===== src/rtl/led_pkg.sv =====
// Shared LED definitions: pattern modes, reset pattern and mode sequencing helpers.
// Macro LED_BREATHE_EN adds BREATHE to the mode rotation; without it BLINK wraps to ROTATE.
package led_pkg;

  typedef enum logic [1:0] {
    MODE_ROTATE  = 2'd0,
    MODE_BOUNCE  = 2'd1,
    MODE_BLINK   = 2'd2,
    MODE_BREATHE = 2'd3
  } led_mode_e;

  // LEDs are active-low: 0 = lit
  localparam logic [5:0] LED_INIT    = 6'b111110;
  localparam logic [5:0] LED_ALL_ON  = 6'b000000;
  localparam logic [5:0] LED_ALL_OFF = 6'b111111;

  function automatic led_mode_e next_mode(input led_mode_e m);
    case (m)
      MODE_ROTATE: next_mode = MODE_BOUNCE;
      MODE_BOUNCE: next_mode = MODE_BLINK;
`ifdef LED_BREATHE_EN
      MODE_BLINK:  next_mode = MODE_BREATHE;
`endif
      default:     next_mode = MODE_ROTATE;
    endcase
  endfunction

  function automatic logic [5:0] init_pattern(input led_mode_e m);
    case (m)
      MODE_BLINK:   init_pattern = LED_ALL_ON;
      MODE_BREATHE: init_pattern = LED_ALL_OFF;
      default:      init_pattern = LED_INIT;
    endcase
  endfunction

endpackage


===== src/rtl/led_pattern_sched_if.sv =====
// Button path between the pattern scheduler and its debouncer.
// btn_n is the raw active-low button; level is the filtered level (1 = released);
// press pulses high for exactly one cycle on a filtered 1->0 edge, no handshake/backpressure.
interface led_pattern_sched_if;
  logic btn_n;
  logic level;
  logic press;

  modport master (input btn_n, output level, output press);
  modport slave  (output btn_n, input level, input press);
endinterface


===== src/rtl/led_pattern_sched_btn_debounce.sv =====
// Two-flop synchronizer plus counting debouncer for an active-low button.
// The filtered level flips only after DB_CNT consecutive cycles of disagreement.
module btn_debounce #(
  parameter int DB_CNT = 2
) (
  input logic                 clk,
  input logic                 rst,
  led_pattern_sched_if.master bus
);

  localparam int             CW       = (DB_CNT > 1) ? $clog2(DB_CNT) : 1;
  localparam logic [CW-1:0]  CNT_LAST = CW'(DB_CNT - 1);

  logic          sync1_q, sync2_q;
  logic          level_q, level_d;
  logic          press_q, press_d;
  logic [CW-1:0] cnt_q, cnt_d;

  always_ff @(posedge clk or posedge rst) begin
    if (rst) begin
      sync1_q <= 1'b1;
      sync2_q <= 1'b1;
      level_q <= 1'b1;
      press_q <= 1'b0;
      cnt_q   <= '0;
    end else begin
      sync1_q <= bus.btn_n;
      sync2_q <= sync1_q;
      level_q <= level_d;
      press_q <= press_d;
      cnt_q   <= cnt_d;
    end
  end

  // Any cycle where the synchronized level agrees with the filtered one restarts the count.
  always_comb begin
    level_d = level_q;
    press_d = 1'b0;
    cnt_d   = '0;
    if (sync2_q != level_q) begin
      if (cnt_q == CNT_LAST) begin
        level_d = sync2_q;
        press_d = ~sync2_q;
      end else begin
        cnt_d = cnt_q + 1'b1;
      end
    end
  end

  assign bus.level = level_q;
  assign bus.press = press_q;

endmodule


===== src/rtl/led_pattern_sched.sv =====
// Six-LED pattern scheduler: a mode button cycles ROTATE/BOUNCE/BLINK(/BREATHE).
// Define LED_BREATHE_EN to build the BREATHE mode and its PWM/duty logic.
module led_pattern_sched
  import led_pkg::*;
#(
  parameter int CLK_HZ      = 27000000,
  parameter int STEP_MS     = 500,
  parameter int DEBOUNCE_MS = 20
) (
  input  logic       clk_in,
  input  logic       btn_rst,
  input  logic       btn_mode,
  output logic [5:0] led,
  output logic [1:0] mode
);

  localparam int             STEP_CNT  = CLK_HZ / 1000 * STEP_MS;
  localparam int             DB_CNT    = CLK_HZ / 1000 * DEBOUNCE_MS;
  localparam int             SW        = (STEP_CNT > 1) ? $clog2(STEP_CNT) : 1;
  localparam logic [SW-1:0]  STEP_LAST = SW'(STEP_CNT - 1);

  led_mode_e     mode_q, mode_d;
  logic [5:0]    led_q, led_d;
  logic [SW-1:0] step_q, step_d;
  logic          dir_up_q, dir_up_d;
  logic          tick;
  logic          press;

  led_pattern_sched_if db_if ();
  assign db_if.btn_n = btn_mode;

  btn_debounce #(.DB_CNT(DB_CNT)) u_btn_debounce (
    .clk (clk_in),
    .rst (btn_rst),
    .bus (db_if.master)
  );

  assign press = db_if.press;
  assign tick  = (step_q == STEP_LAST);

`ifdef LED_BREATHE_EN
  localparam int            DUTY_CNT  = (STEP_CNT / 256 > 1) ? STEP_CNT / 256 : 1;
  localparam int            DW        = (DUTY_CNT > 1) ? $clog2(DUTY_CNT) : 1;
  localparam logic [DW-1:0] DUTY_LAST = DW'(DUTY_CNT - 1);

  logic [7:0]    pwm_q, pwm_d;
  logic [7:0]    duty_q, duty_d;
  logic          duty_up_q, duty_up_d;
  logic [DW-1:0] dstep_q, dstep_d;

  always_ff @(posedge clk_in or posedge btn_rst) begin
    if (btn_rst) begin
      pwm_q     <= '0;
      duty_q    <= '0;
      duty_up_q <= 1'b1;
      dstep_q   <= '0;
    end else begin
      pwm_q     <= pwm_d;
      duty_q    <= duty_d;
      duty_up_q <= duty_up_d;
      dstep_q   <= dstep_d;
    end
  end

  // Duty walks a 0->255->0 triangle, one step per DUTY_CNT cycles while breathing.
  always_comb begin
    pwm_d     = pwm_q + 8'd1;
    duty_d    = duty_q;
    duty_up_d = duty_up_q;
    dstep_d   = dstep_q;
    if (press) begin
      duty_d    = '0;
      duty_up_d = 1'b1;
      dstep_d   = '0;
    end else if (mode_q == MODE_BREATHE) begin
      if (dstep_q == DUTY_LAST) begin
        dstep_d = '0;
        if (duty_up_q) begin
          duty_d = duty_q + 8'd1;
          if (duty_q == 8'd254) duty_up_d = 1'b0;
        end else begin
          duty_d = duty_q - 8'd1;
          if (duty_q == 8'd1) duty_up_d = 1'b1;
        end
      end else begin
        dstep_d = dstep_q + 1'b1;
      end
    end
  end
`endif

  always_ff @(posedge clk_in or posedge btn_rst) begin
    if (btn_rst) begin
      mode_q   <= MODE_ROTATE;
      led_q    <= LED_INIT;
      step_q   <= '0;
      dir_up_q <= 1'b1;
    end else begin
      mode_q   <= mode_d;
      led_q    <= led_d;
      step_q   <= step_d;
      dir_up_q <= dir_up_d;
    end
  end

  // A press outranks a coincident tick: new pattern loads unshifted and the step restarts.
  always_comb begin
    mode_d   = mode_q;
    led_d    = led_q;
    dir_up_d = dir_up_q;
    step_d   = tick ? '0 : step_q + 1'b1;
    if (press) begin
      mode_d   = next_mode(mode_q);
      led_d    = init_pattern(next_mode(mode_q));
      dir_up_d = 1'b1;
      step_d   = '0;
    end else begin
      case (mode_q)
        MODE_ROTATE: if (tick) led_d = {led_q[4:0], led_q[5]};
        MODE_BOUNCE: begin
          if (tick) begin
            if (dir_up_q) begin
              led_d = {led_q[4:0], 1'b1};
              if (!led_q[4]) dir_up_d = 1'b0;
            end else begin
              led_d = {1'b1, led_q[5:1]};
              if (!led_q[1]) dir_up_d = 1'b1;
            end
          end
        end
        MODE_BLINK: if (tick) led_d = ~led_q;
`ifdef LED_BREATHE_EN
        MODE_BREATHE: led_d = (pwm_q < duty_q) ? LED_ALL_ON : LED_ALL_OFF;
`endif
        default: led_d = led_q;
      endcase
    end
  end

  assign led  = led_q;
  assign mode = mode_q;

endmodule

===== config.mk =====
export PLATFORM = sky130hd
export DESIGN_NAME = led_pattern_sched
export DESIGN_NICKNAME = d
export VERILOG_FILES = /design/src/rtl/led_pkg.sv /design/src/rtl/led_pattern_sched_if.sv /design/src/rtl/led_pattern_sched_btn_debounce.sv /design/src/rtl/led_pattern_sched.sv
export SDC_FILE = /design/constraint.sdc
export NUM_CORES = 1
export LEC_CHECK = 0
export BUFFER_PORTS_ARGS = -buffer_cell sky130_fd_sc_hd__buf_4
export CORE_ASPECT_RATIO = 0.6
export CORE_UTILIZATION = 60
export DETAILED_ROUTE_END_ITERATION = 8
export GPL_ROUTABILITY_DRIVEN = 0
export PLACE_DENSITY = 0.87
export SYNTH_ARGS = -nofsm -noshare
export SYNTH_HDL_FRONTEND = slang
export SYNTH_SLANG_ARGS = --single-unit

===== constraint.sdc =====
create_clock -name clk_in -period 3.9 [get_ports clk_in]
set_input_delay 0.78 -clock clk_in [delete_from_list [all_inputs] [get_ports clk_in]]
set_output_delay 0.78 -clock clk_in [all_outputs]
set_load 0.005 [all_outputs]

## Word-level counts from Yosys, hierarchy flattened

Cells that the tools add are included.

- Register bits after elaboration: 57
- Input bits: 3
- Output and inout bits: 8
- Word-level logic and storage cells: 51

- Bitwise gates (word level): 2
- Reductions and logical operators: 7
- Mux-type cells: 21
- Equality and inequality tests: 10
- $add $sub $neg: 2

Operators by type and width:

| cell | number |
|---|---|
| $mux 24 | 2 |
| $mux 20 | 2 |
| $mux 6 | 5 |
| $add 24x1->24 const B | 1 |
| $eq 24x24->1 const B | 1 |
| $add 20x1->20 const B | 1 |
| $eq 20x20->1 const B | 1 |
| $pmux 6 s3 | 1 |
| $pmux 6 s2 | 1 |
| $ne 3x2->1 const B | 3 |
| $mux 1 | 8 |
| $eq 2x2->1 const B | 3 |
| $not 6->6 | 1 |
| $pmux 2 s2 | 1 |
| $reduce_and 2->1 | 2 |
| $reduce_and 4->1 | 1 |
| $reduce_bool 2->1 | 2 |
| $reduce_bool 4->1 | 1 |
| $eq 2x1->1 const B | 1 |
| $logic_not 2->1 | 1 |
| $mux 2 | 1 |
| $ne 1x1->1 | 1 |
| $not 1->1 | 1 |

## Depth between registers and ports, before layout

- Depth after elaboration: 6
- Gate-level depth with buffers: 8
- Mapped depth without buffers: 7

## By module

From an unflattened synthesis, not the netlist that was laid out.

- Cell total of the unflattened synthesis: 323
- Area, all modules: 3103.0 um^2

By module, submodules not included:

| module | cells each | seq. area each (um^2) | area each (um^2) | times used |
|---|---|---|---|---|
| led_pattern_sched | 208 | 833.3 | 1919.3 | 1 |
| btn_debounce | 115 | 604.3 | 1183.6 | 1 |

## Least setup slack after synthesis

Ideal clock, no wire load.

- Path type: flip-flop to flip-flop
- Start point: register step_q[17]
- End point: register led_q[0], in the netlist led[0]
- Cell stages (with the launch flop): 6
- Path slack: 1630 ps
- Buffers on the path: 0
- Arrival: 2144 ps
- Data required time: 3775 ps
- Library setup time: 125 ps
- Clock period less this slack: 2270 ps
- Path through: dfrtp_1 > or4b_1 > or4_4 > nor4_4 > a211o_4 > mux2_4

- Cells in the longest elaborated chain, start to end: 3
- Elaborated cells on any way between the ends: 5
- Classes of those cells: eq/ne (4); reduce/logical (1)

Ends and longest elaborated chain:

| item | RTL line | source |
|---|---|---|
| start: declaration | led_pattern_sched.sv:24 | `logic [SW-1:0] step_q, step_d;` |
| start signal: assignment | led_pattern_sched.sv:101 | `step_q <= step_d;` |
| $eq 24x24->1 (*) | led_pattern_sched.sv:39 | `assign tick = (step_q == STEP_LAST);` |
| $ne 3x2->1 (no source line) | -- |  |
| $reduce_and 4->1 (no source line) (*) | -- |  |
| end signal: assignment | led_pattern_sched.sv:100 | `led_q <= led_d;` |
| end: declaration | led_pattern_sched.sv:23 | `logic [5:0] led_q, led_d;` |

Every way passes the cells marked *; elsewhere a longest branch is shown, timed or not.
A chain may end at the register's enable or synchronous reset.

## Worst setup path in the final report

- Start point: register step_q[17]
- End point: register step_q[2]

- Cells in the longest elaborated chain, start to end: 3

Ends and longest elaborated chain:

| item | RTL line | source |
|---|---|---|
| $eq 24x24->1 | led_pattern_sched.sv:39 |  |
| $mux 24 | led_pattern_sched.sv:111 | `step_d = tick ? '0 : step_q + 1'b1;` |
| $mux 24 | led_pattern_sched.sv:112 | `if (press) begin` |
| via step_d[2] | led_pattern_sched.sv:24 |  |

The timed path passes the listed nets, and every way through them passes these cells.

==> metrics.md <==
| Metric | Value |
|---|---|
| CP Capture Type | `flop` |
| Buf/Inv on CP | `0` |
| Max rail drop VDD | `0.344 mV` |
| Final Skew | `9.75 ps` |
| Post-DP HPWL | `between 3 and 4 mm` |
| CTS tree | `yes` |
| Max H-tree Level | `3` |
| Final WL | `5.84 mm` |
| Max FO, Critical Path | `23` |
| CP max stage delay | `~670 ps` |
| Status | `completed` |
| Die H | `~57 µm` |
| Sum Neg Setup Slack | `0 ps` |
| Least-Margin Pin Slew | `about 1100 ps` |
| Combinational power share | `1.9%` |
| Hold-fix buffer count after cts | `0` |
| Vias | `between 2000 and 2500` |
| FF+latch count, synth | `57` |
| Fraction of layout cells with a size suffix above 1 | `between 15 and 20%` |
| Critical path, cell by cell | `or4b_1 > or4_4 > nor4_4 > or2_1 > nor2_1` |
| Max-cap violations | `0` |
| Crit path max-delay family | `simple AND/OR/NAND/NOR gates` |
| Vias in the first global route | `2041` |
| Sequential fraction of the synthesis area | `47.6%` |
| RSZ-0062 raised after global routing | `false` |
| Area delta synth->final | `10.2%` |
| Avg Cell Area, Syn | `approximately 10 µm²` |
| # Post-CTS Setup Buffers | `0` |
| Fin crit share | `70.0%` |
| Asr flop ratio synth | `100%` |
| Most common cell after layout, fill and taps aside | `nor2_1` |
| Most frequent cells in the layout | `54 x nor2_1, 48 x dfrtp_1, 23 x xor2_1` |
| Worst hold slack | `355 ps` |
| Final Util | `70.7%` |
| Post-Syn Instances | `303` |
| Leak | `1.42 nW` |
| Minimum clock period after layout | `about 2700 ps` |
| Chip width | `93.6 µm` |
| Psw | `0.250 mW` |
| TritonCTS buffer count | `9` |
| Distinct cells, synth | `45` |
| Sequential power share | `49.6%` |
| Internal power | `roughly 0.96 mW` |
| Row count | `19` |
| DRC | `0` |
| GR Overflow Total | `0` |
| Initial drt markers | `190` |
| Placed Area | `3120 µm²` |
| Hold Violations, Final | `0` |
| Final net count | `324` |
| Syn_nets | `313` |
| Synth warnings | `0` |
| Largest net degree at the start of global routing | `54` |
| Clock transition at path regs | `60 ps` |
| Worst setup SP type | `flop` |
| Slew Limit Fails | `0` |
| Wire per inst | `15.3 µm` |
| IO buf count | `10` |
| Slew Limit Headroom | `29.2%` |
| Post-Syn Area | `3020 µm²` |
| Cell Pwr Density | `364 nW/µm²` |
| EDFF count, synth | `0` |
| Net Sw Frac | `20.6%` |
| Number of top-level pins | `11` |
| ANT cells | `0` |
| Core footprint | `~4700 µm²` |
| Slowest cell on the critical path | `or2_1` |
| Vias/cell | `5.73` |
| WS Path Type | `flop to flop` |
| First-pass GRT wire length | `9.86 mm` |
| Worst Path Required | `4080 ps` |
| Clk sinks | `57` |
| Worst hold path class | `flop to flop` |
| GRT Overall Usage | `approximately 25%` |
| Max clock buf depth | `2` |
| Setup-failing EPs final | `0` |
| Starting Density | `64.1%` |
| Fmax | `366 MHz` |
| Worst EP arrival | `~2900 ps` |
| CTS resizes | `0` |
| Clock root buffer master | `clkbuf_8` |
| Main synth FF type | `dfrtp_1` |
| Clk_lat worst skew | `about 340 ps` |
| Design area | `3330 µm²` |
| DRT Pass-1 Iters | `4` |
| Die area | `5330 µm²` |
| Clock power frac | `48.5%` |
| Antenna violations before repair | `0` |
| Routed Antenna Nets | `0` |
through the flow:
stage	cells	total power, mW	setup WS (ps)
final	382	1.21	1170
after global routing	382	1.25	1040
after CTS	382	1.23	1160
after detailed placement	366	0.634	1170
after global placement	366	0.633	1300
after floorplan	303	0.626	1630
flip-flops by register name, indices dropped and copies added, names as in the netlist:
register / flops
dir_up_q: 1
led: 6
mode: 2
step_q: 24
u_btn_debounce.bus.level: 1
u_btn_debounce.bus.press: 1
u_btn_debounce.cnt_q: 20
u_btn_debounce.sync1_q: 1
u_btn_debounce.sync2_q: 1
worst reg2reg max path, cell delays in order, from the launching register on:
cell,delay [ps]
dfrtp_1,420
or4b_1,550
or4_4,440
nor4_4,360
or2_1,670
nor2_1,130
Yosys cell counts (all sizes together) (2+ instances only):
| cell type | number | area share, % |
|---|---|---|
| nor2 | 54 | 6.7 |
| dfrtp | 48 | 40 |
| xor2 | 23 | 6.7 |
| nand2 | 18 | 2.2 |
| xnor2 | 18 | 5.2 |
| nand3 | 16 | 2.7 |
| nand4 | 13 | 2.7 |
| inv | 12 | 1.5 |
| dfstp | 9 | 7.8 |
| clkbuf | 7 | 0.87 |
| ha | 7 | 2.9 |
| mux2 | 7 | 3.2 |
| nor3 | 7 | 1.2 |
| a21oi | 5 | 0.83 |
| a221oi | 5 | 1.5 |
| and3 | 5 | 1.0 |
| nor3b | 5 | 1.2 |
| a22o | 4 | 1.2 |
| and4 | 4 | 1.2 |
| buf | 4 | 1.2 |
| nor2b | 4 | 0.83 |
| nor4 | 4 | 1.3 |
| nor4b | 3 | 0.87 |
| o21ai | 3 | 0.50 |
| or2 | 3 | 0.62 |
| and2 | 2 | 0.46 |
| or4 | 2 | 0.62 |
layout make-up:
| type | count | area, µm² |
|---|---|---|
| repair buffers | 11 | 82.6 |
| well taps | 63 | 78.8 |
| fillers | 350 | 1380 |
| multi-input cells | 223 | 1470 |
| inverters | 12 | 45.0 |
| clock buffers | 11 | 131 |
| flip-flops and latches | 57 | 1440 |
| clock inverters | 5 | 80.1 |
power by group through the flow:
| stage | combinational, mW | sequential [mW] | clock, mW |
|---|---|---|---|
| final | 0.0228 | 0.600 | 0.587 |
| after detailed placement | 0.0238 | 0.610 | 0 |
| after global routing | 0.0273 | 0.600 | 0.624 |
| after floorplan | 0.0164 | 0.609 | 0 |
| after CTS | 0.0241 | 0.600 | 0.601 |
| after global placement | 0.0230 | 0.610 | 0 |
path summary, 6_finish.rpt:
check	startpoint	to	slack, ps	cells past startpoint
min in group asynchronous	btn_rst	led[0]	720	2
hold / removal	u_btn_debounce.sync1_q	u_btn_debounce.sync2_q	360	0
max in group asynchronous	btn_rst	led[3]	2430	3
hold reg to reg	u_btn_debounce.sync1_q	u_btn_debounce.sync2_q	360	0
setup reg to reg	step_q[17]	step_q[2]	1170	5
setup / recovery	step_q[17]	step_q[2]	1170	5
per-layer routing:
metal  GRT usage [%]  part of all wire, %  vias up
met5               0                    0        -
met4            10.5                  1.5        0
met3            8.40                  6.0       10
met2            33.8                   43       59
met1            36.7                   50     1057
li1                -                    -     1064
logic make-up (layout without fill, tap and decap cells):
family	count (synthesis)	after routing	share of synthesized area [%]
buffers and inverters	23	39	3.61
AOI/OAI and AO/OA	23	23	5.76
xor gates and xnor gates	41	41	11.9
adders and majority gates	7	7	2.90
muxes	7	7	3.23
DFF	57	57	47.6
and+or+nand+nor	145	145	25.0
Note: power is estimated with default switching activity, not from simulation.
